**src/rtl/lcd_line_buffer.sv**
```systemverilog
// lcd_line_buffer: byte-stream line editor feeding the 16-char LCD driver.
// A working line is edited at a cursor (printables, CR, BS, FF) and LF commits
// a snapshot to line_out, followed by a sequential clear of the working line.
// Optional feature macro: LCD_LINE_AUTOWRAP_EN. When it is defined, a printable
// byte arriving on a full line auto-commits and wraps to index 0 of the next line.
module lcd_line_buffer #(
  parameter int         NCHARS    = 16,
  parameter logic [7:0] FILL_CHAR = 8'h20,
  localparam int        CW        = $clog2(NCHARS + 1)
) (
  input  logic                clk,
  input  logic                rst_n,
  input  logic                ch_valid,
  input  logic [7:0]          ch_data,
  output logic                ch_ready,
  output logic [8*NCHARS-1:0] line_out,
  output logic                line_update,
  output logic [CW-1:0]       cursor,
  output logic                overflow
);

  localparam int             IW       = (NCHARS > 1) ? $clog2(NCHARS) : 1;
  localparam logic [CW-1:0]  CUR_ZERO = {CW{1'b0}};
  localparam logic [CW-1:0]  CUR_ONE  = CW'(1);
  localparam logic [CW-1:0]  CUR_MAX  = CW'(NCHARS);
  localparam logic [IW-1:0]  IDX_ZERO = {IW{1'b0}};
  localparam logic [IW-1:0]  IDX_ONE  = IW'(1);
  localparam logic [IW-1:0]  IDX_LAST = IW'(NCHARS - 1);

`ifdef LCD_LINE_AUTOWRAP_EN
  typedef enum logic [1:0] {ST_ACCEPT = 2'd0, ST_CLEAR = 2'd1, ST_WRAP = 2'd2} state_t;
`else
  typedef enum logic [1:0] {ST_ACCEPT = 2'd0, ST_CLEAR = 2'd1} state_t;
`endif

  state_t                state_r;
  logic [7:0]            buf_r [NCHARS];
  logic [8*NCHARS-1:0]   line_out_r;
  logic                  line_update_r;
  logic [CW-1:0]         cursor_r;
  logic                  overflow_r;
  logic [IW-1:0]         clr_idx_r;
`ifdef LCD_LINE_AUTOWRAP_EN
  logic [7:0]            held_r;
  logic                  wrap_pend_r;
`endif

  logic                  is_print_s;
  logic [IW-1:0]         wr_idx_s;
  logic [IW-1:0]         bs_idx_s;
  logic [8*NCHARS-1:0]   pack_s;

  assign is_print_s = (ch_data >= 8'h20) && (ch_data <= 8'h7E);
  assign wr_idx_s   = cursor_r[IW-1:0];
  assign bs_idx_s   = cursor_r[IW-1:0] - IDX_ONE;

  // Flatten the working buffer into line_out layout (char 0 in the top byte).
  always_comb begin
    pack_s = {(8*NCHARS){1'b0}};
    for (int i = 0; i < NCHARS; i++) begin
      pack_s[(NCHARS-1-i)*8 +: 8] = buf_r[i];
    end
  end

  // Control FSM together with working buffer, cursor, commit and status registers.
  always_ff @(posedge clk) begin
    if (!rst_n) begin
      state_r       <= ST_ACCEPT;
      for (int i = 0; i < NCHARS; i++) begin
        buf_r[i] <= FILL_CHAR;
      end
      line_out_r    <= {NCHARS{FILL_CHAR}};
      line_update_r <= 1'b0;
      cursor_r      <= CUR_ZERO;
      overflow_r    <= 1'b0;
      clr_idx_r     <= IDX_ZERO;
`ifdef LCD_LINE_AUTOWRAP_EN
      held_r        <= FILL_CHAR;
      wrap_pend_r   <= 1'b0;
`endif
    end else begin
      line_update_r <= 1'b0;
      case (state_r)
        ST_ACCEPT: begin
          if (ch_valid) begin
            if (is_print_s) begin
              if (cursor_r < CUR_MAX) begin
                buf_r[wr_idx_s] <= ch_data;
                cursor_r        <= cursor_r + CUR_ONE;
              end else begin
`ifdef LCD_LINE_AUTOWRAP_EN
                // Full line: commit like LF and carry the byte into the next line.
                held_r        <= ch_data;
                line_out_r    <= pack_s;
                line_update_r <= 1'b1;
                cursor_r      <= CUR_ZERO;
                state_r       <= ST_WRAP;
`else
                overflow_r    <= 1'b1;
`endif
              end
            end else begin
              case (ch_data)
                8'h0A: begin
                  line_out_r    <= pack_s;
                  line_update_r <= 1'b1;
                  overflow_r    <= 1'b0;
                  cursor_r      <= CUR_ZERO;
                  clr_idx_r     <= IDX_ZERO;
                  state_r       <= ST_CLEAR;
                end
                8'h0D: begin
                  cursor_r <= CUR_ZERO;
                end
                8'h08: begin
                  if (cursor_r != CUR_ZERO) begin
                    cursor_r        <= cursor_r - CUR_ONE;
                    buf_r[bs_idx_s] <= FILL_CHAR;
                  end
                end
                8'h0C: begin
                  cursor_r  <= CUR_ZERO;
                  clr_idx_r <= IDX_ZERO;
                  state_r   <= ST_CLEAR;
                end
                default: begin
                  // Non-printable, non-control bytes are consumed without effect.
                end
              endcase
            end
          end
        end
        ST_CLEAR: begin
          buf_r[clr_idx_r] <= FILL_CHAR;
          if (clr_idx_r == IDX_LAST) begin
            clr_idx_r <= IDX_ZERO;
            state_r   <= ST_ACCEPT;
`ifdef LCD_LINE_AUTOWRAP_EN
            if (wrap_pend_r) begin
              buf_r[0]    <= held_r;
              cursor_r    <= CUR_ONE;
              wrap_pend_r <= 1'b0;
            end
`endif
          end else begin
            clr_idx_r <= clr_idx_r + IDX_ONE;
          end
        end
`ifdef LCD_LINE_AUTOWRAP_EN
        ST_WRAP: begin
          clr_idx_r   <= IDX_ZERO;
          wrap_pend_r <= 1'b1;
          state_r     <= ST_CLEAR;
        end
`endif
        default: begin
          state_r <= ST_ACCEPT;
        end
      endcase
    end
  end

  assign ch_ready    = (state_r == ST_ACCEPT);
  assign line_out    = line_out_r;
  assign line_update = line_update_r;
  assign cursor      = cursor_r;
  assign overflow    = overflow_r;

endmodule

```
**config.mk**
```make
export PLATFORM = sky130hd
export DESIGN_NAME = lcd_line_buffer
export DESIGN_NICKNAME = d
export VERILOG_FILES = /design/src/rtl/lcd_line_buffer.sv
export SDC_FILE = /design/constraint.sdc
export NUM_CORES = 1
export LEC_CHECK = 0
export BUFFER_PORTS_ARGS = -buffer_cell sky130_fd_sc_hd__buf_2
export CAP_MARGIN = 20
export CELL_PAD_IN_SITES_DETAIL_PLACEMENT = 0
export CELL_PAD_IN_SITES_GLOBAL_PLACEMENT = 2
export CORE_AREA = 2 2 168 170
export CTS_CLUSTER_DIAMETER = 30
export DETAILED_ROUTE_END_ITERATION = 7
export DIE_AREA = 0 0 170 172
export PLACE_DENSITY_LB_ADDON = 0.1
export SLEW_MARGIN = 0
export SYNTH_ARGS = -nofsm -noshare
export SYNTH_HDL_FRONTEND = slang
export SYNTH_SLANG_ARGS = --single-unit
```
**constraint.sdc**
```tcl
create_clock -name clk -period 5.9 [get_ports clk]
set_clock_uncertainty 0.05 [all_clocks]
set_input_delay 1.18 -clock clk [delete_from_list [all_inputs] [get_ports clk]]
set_output_delay 1.18 -clock clk [all_outputs]
set_load 0.03 [all_outputs]
```
### Word-level counts from Yosys, hierarchy flattened

Memories as Yosys holds them, arrays and structs flattened. A register that Yosys moved wholly into a read port is not among the register bits.
Cells that the tools add are included.

* register bits after elaboration: 13
* bits in writable memories: 128
* bits of input ports: 11
* word-level logic and storage cells: 107
* memories kept: 1

Memories
* buf_r: depth 16, bits a word 8, rd ports 16, clocked after memory_dff 16, wr ports 16, line 37 `logic [7:0] buf_r [NCHARS];`

* add/subtract/negate cells: 4
* order comparisons: 3
* equal/unequal tests: 13
* muxes and demuxes: 44
* bitwise gates (word level): 4
* reduce and logical (&&, ||, !) cells: 33

Operators with widths (number)
* 8-bit by 4-bit == test with 1-bit output (second input constant): 4
* 4-bit 2-to-1 mux: 7
* 1-bit 2-to-1 mux: 24
* 8-bit 2-to-1 mux: 3
* 8-bit OR reduction: 3
* 1-bit logical NOT: 16
* 4-bit AND reduction: 4
* 5-bit 2-to-1 mux: 3
* 2-bit != test (second input constant): 5
* 5-bit case mux with 2 select lines: 1
* 8-bit by 6-bit greater-or-equal comparator with 1-bit output (second input constant): 1
* 8-bit by 7-bit less-or-equal comparator with 1-bit output (second input constant): 1
* 2-bit 2-to-1 mux: 4
* 4-bit case mux with 2 select lines: 1
* 5-bit by 1-bit adder with 5-bit output (second input constant): 1
* 5-bit less-than comparator (second input constant): 1
* 5-bit AND reduction: 1
* 5-bit nonzero test: 1
* 5-bit by 1-bit subtractor with 5-bit output (second input constant): 1
* 4-bit by 1-bit adder with 4-bit output (second input constant): 1
* 4-bit == test (second input constant): 1
* 1-bit inverter: 4
* 2-bit case mux with 2 select lines: 1
* 2-bit nonzero test: 2
* other kinds (10): 10

### Depth between registers and ports, before layout

* depth in word-level cells: 11
* depth in mapped cells: 10
* gate-level depth less buffers: 8

### Least setup slack after synthesis

Ideal clock, no wire load.

* path type: input port to flip-flop
* start: input port ch_data[7]
* end: memory buf_r[11][0], enable pin
* arrival time: 3.838 ns
* setup slack: 1.628 ns
* stages: 7
* path buffers: 1
* cells stage by stage: or4_4 or4b_4 buf_6 or4_4 nand3_1 o21ai_0 o21ai_0

RTL lines
* start, declared: line 14 `input logic [7:0] ch_data,`
* end, declared: line 37

==> reports/qor.txt <==
Final count of pins violating max slew = 0
Die height = 172 µm
Ys async rst share = 0
Core area = 27500 µm²
Worst-Skew Late Latency = 560 ps
Initial antenna violation count = 0
GR Util All Layers = 0.216
PortBufs = 146
F_max = 234 MHz
Crit-path cells = buf_2 -> or4_4 -> or4b_4 -> or4_4 -> nand3_1 -> o21ai_0 -> o21ai_0 -> buf_4
Hold Path Sink = line_out[80]
Via density = 5.16
Leak = 5.38 nW
Fin crit share = 0.725
Number of global-route vias before repair = 7940
Clock root cell = clkbuf_16
Final setup violation count = 0
Final Critical Period = 4280 ps
CP Launch Type = primary input
MaxCap Viol Count = 0
Reg2reg path depth = 9
Total grt overflow = 0
Unrepaired setup endpoints after global routing = no
Site Rows = 61
Drt first pass iters = 5
HP Start = line_out[80]
Flop-to-flop setup slack = 2060 ps
Rel. slew slack = 0.327
Reg2Reg Capture Point = buf_r[11][1]
Die width = 170 µm
Post-synth EDFFs = 128
Syn-to-layout area delta = 28.1%
TNS Setup = 0 ps
CTS tree = done
CTS sink count = 268
Post-DP HPWL = 20600 µm
Fill count = 2676
Synth Instances = 1031
Slowest cell on crit path = o21ai_0
Hold Buf Count CTS = 0
Largest net degree at the start of global routing = 85
First-pass GRT wire length = 47400 µm
Min-Delay Path Class = flop to flop
Setup bufs post-CTS = 0
Nets@finish = 1211
Critical path's largest stage delay = 700 ps
WP data arrival = 4490 ps
Status = completed
WHS Path Cells = 2
CP Max Fanout = 20
Crit Path Class = primary input to flop
Clock buffer depth = 3
RR Startpoint = cursor[0]
#FFs+latches synth = 268
Final Routed Wirelength = 31700 µm
I/O pin count = 147
Slew at the pin closest to its max-slew limit = 1010 ps
Total vias in the final route = 8204
Critical Path RT = 6110 ps
Leading register cell type out of synthesis = dfxtp_1
Final core utilization = 0.491
Synthesized area = 10500 µm²
Avg Cell Area, Syn = 10.2 µm²
DRC viols = 0
Cell variety after synth = 76
CP endpoint kind = flop
Die ar. = 29200 µm²
Fin. Hold Viols = 0
Iteration-0 DRC Markers = 626
Share of layout cells above drive strength 1 = 0.232
Max IR drop VDD = 0.000252 V
Post-route ant nets = 0
Seq/Total Area, Yosys = 0.632
H-tree depth = 2
Synth warn = 0
Worst-path clk slew = 50 ps
TritonCTS Buffers = 55
Initial Utilization = 0.383
Wire per inst = 20.0 µm
Power Dens Cells = 389 nW/µm²
Cts repair resizes = 0
Routability cong. = 0.883
critical path: cells and delay by family:
family / cells / cell delay, ps
AO/OA/AOI/OAI: 2 / 860
buffers and inverters: 2 / 500
AND/OR/NAND/NOR: 4 / 1940
sequential cells by signal, summed over array words and instances, names as in the netlist:
register	cells
state_r	1
line_update	1
clr_idx_r	4
overflow	1
line_out	128
cursor	5
buf_r	128
area by class of cell:
class	instances	area [µm²]	share of cell area
Clock inverter	40	443	0.0328
Multi-Input combinational cell	693	3590	0.266
Timing Repair Buffer	171	938	0.0696
Antenna cell	1	2.50	0.000186
Tap cell	346	433	0.0321
Clock buffer	63	1410	0.104
Inverter	7	28.8	0.00213
Sequential cell	268	6650	0.493
power by group:
part / total [mW] / internal [mW] / switching [mW]
Sequential: 2.02 / 1.99 / 0.0250
Clock: 3.05 / 2.05 / 0.999
Combinational: 0.181 / 0.0449 / 0.136
placed cells by master, fill, tap and decap left out, drive strengths merged, types with 4 or more instances in the layout:
master    count
a21oi       121
o31ai         5
or2           4
and3         53
clkbuf       64
nor3b         7
ha            4
nand2       286
nor2         34
a22oi         5
o21ai        19
inv          10
nand3        28
clkinv       21
edfxtp      128
buf         170
or3           6
clkinvlp      8
bufinv        8
nor3         16
or4           7
dfxtp       140
nand2b        4
conb         16
and3b        14
a31oi         5
and2         10
synthesized netlist by cell type, drive strengths merged (2+ instances only):
master	n	area, µm²
a41oi	3	26.3
clkbuf	66	248
or2	4	25.0
or3	6	37.5
or4	7	63.8
xor2	3	26.3
inv	7	26.3
o21a	2	16.3
buf	11	68.8
or4b	2	23.8
nand2	286	1070
a21oi	121	609
dfxtp	140	2800
nand3b	2	15.0
nor4b	3	41.3
nand3	28	150
nor2b	2	12.5
o31ai	5	51.3
o32ai	2	17.5
nor3b	7	52.6
a22oi	5	37.5
edfxtp	128	3840
nand2b	4	25.0
and2	10	62.6
and3b	14	126
nor3	16	96.4
a31oi	5	46.3
o22ai	2	12.5
a21o	2	15.0
o22a	3	26.3
o21ai	19	95.1
ha	4	50.1
a211oi	2	15.0
and3	53	340
nor2	34	135
routing by layer:
layer	up-vias	global-route usage	part of all wire
li1	3935	-	-
met1	3949	0.282	0.44
met2	271	0.363	0.48
met3	49	0.0382	0.053
met4	0	0.0758	0.025
met5	-	0	0
through the flow:
step	hold slack (ps)	setup WS (ps)	cell area, µm²	total power [mW]	std cells
floorplan	383	1630	10600	2.15	1046
global placement	388	949	11600	2.23	1482
detailed placement	391	1060	11600	2.23	1484
CTS	397	1570	13500	5.29	1587
global route	412	1510	13500	5.40	1588
finish	393	1620	13500	5.25	1589
worst max path at each step:
| stage | from | end | depth (start not counted) |
|---|---|---|---|
| after detailed placement | ch_data[6] | buf_r[1][7] | 7 |
| after global routing | ch_data[6] | buf_r[11][1] | 8 |
| after global placement | ch_data[6] | buf_r[4][1] | 7 |
| final | ch_data[6] | buf_r[11][1] | 8 |
| after CTS | ch_data[6] | buf_r[1][4] | 7 |
| after floorplan | ch_data[7] | buf_r[11][0] | 7 |
kinds of logic after synthesis:
| logic type | share of synthesized area |
|---|---|
| fa+ha+maj | 0.00476 |
| xor+xnor | 0.00250 |
| simple gates | 0.221 |
| other cells | 0.000356 |
| compound gates | 0.104 |
| flops | 0.632 |
| buf+inv | 0.0336 |
| mux | 0.00202 |
No activity file was read; power rests on OpenSTA's default activity.
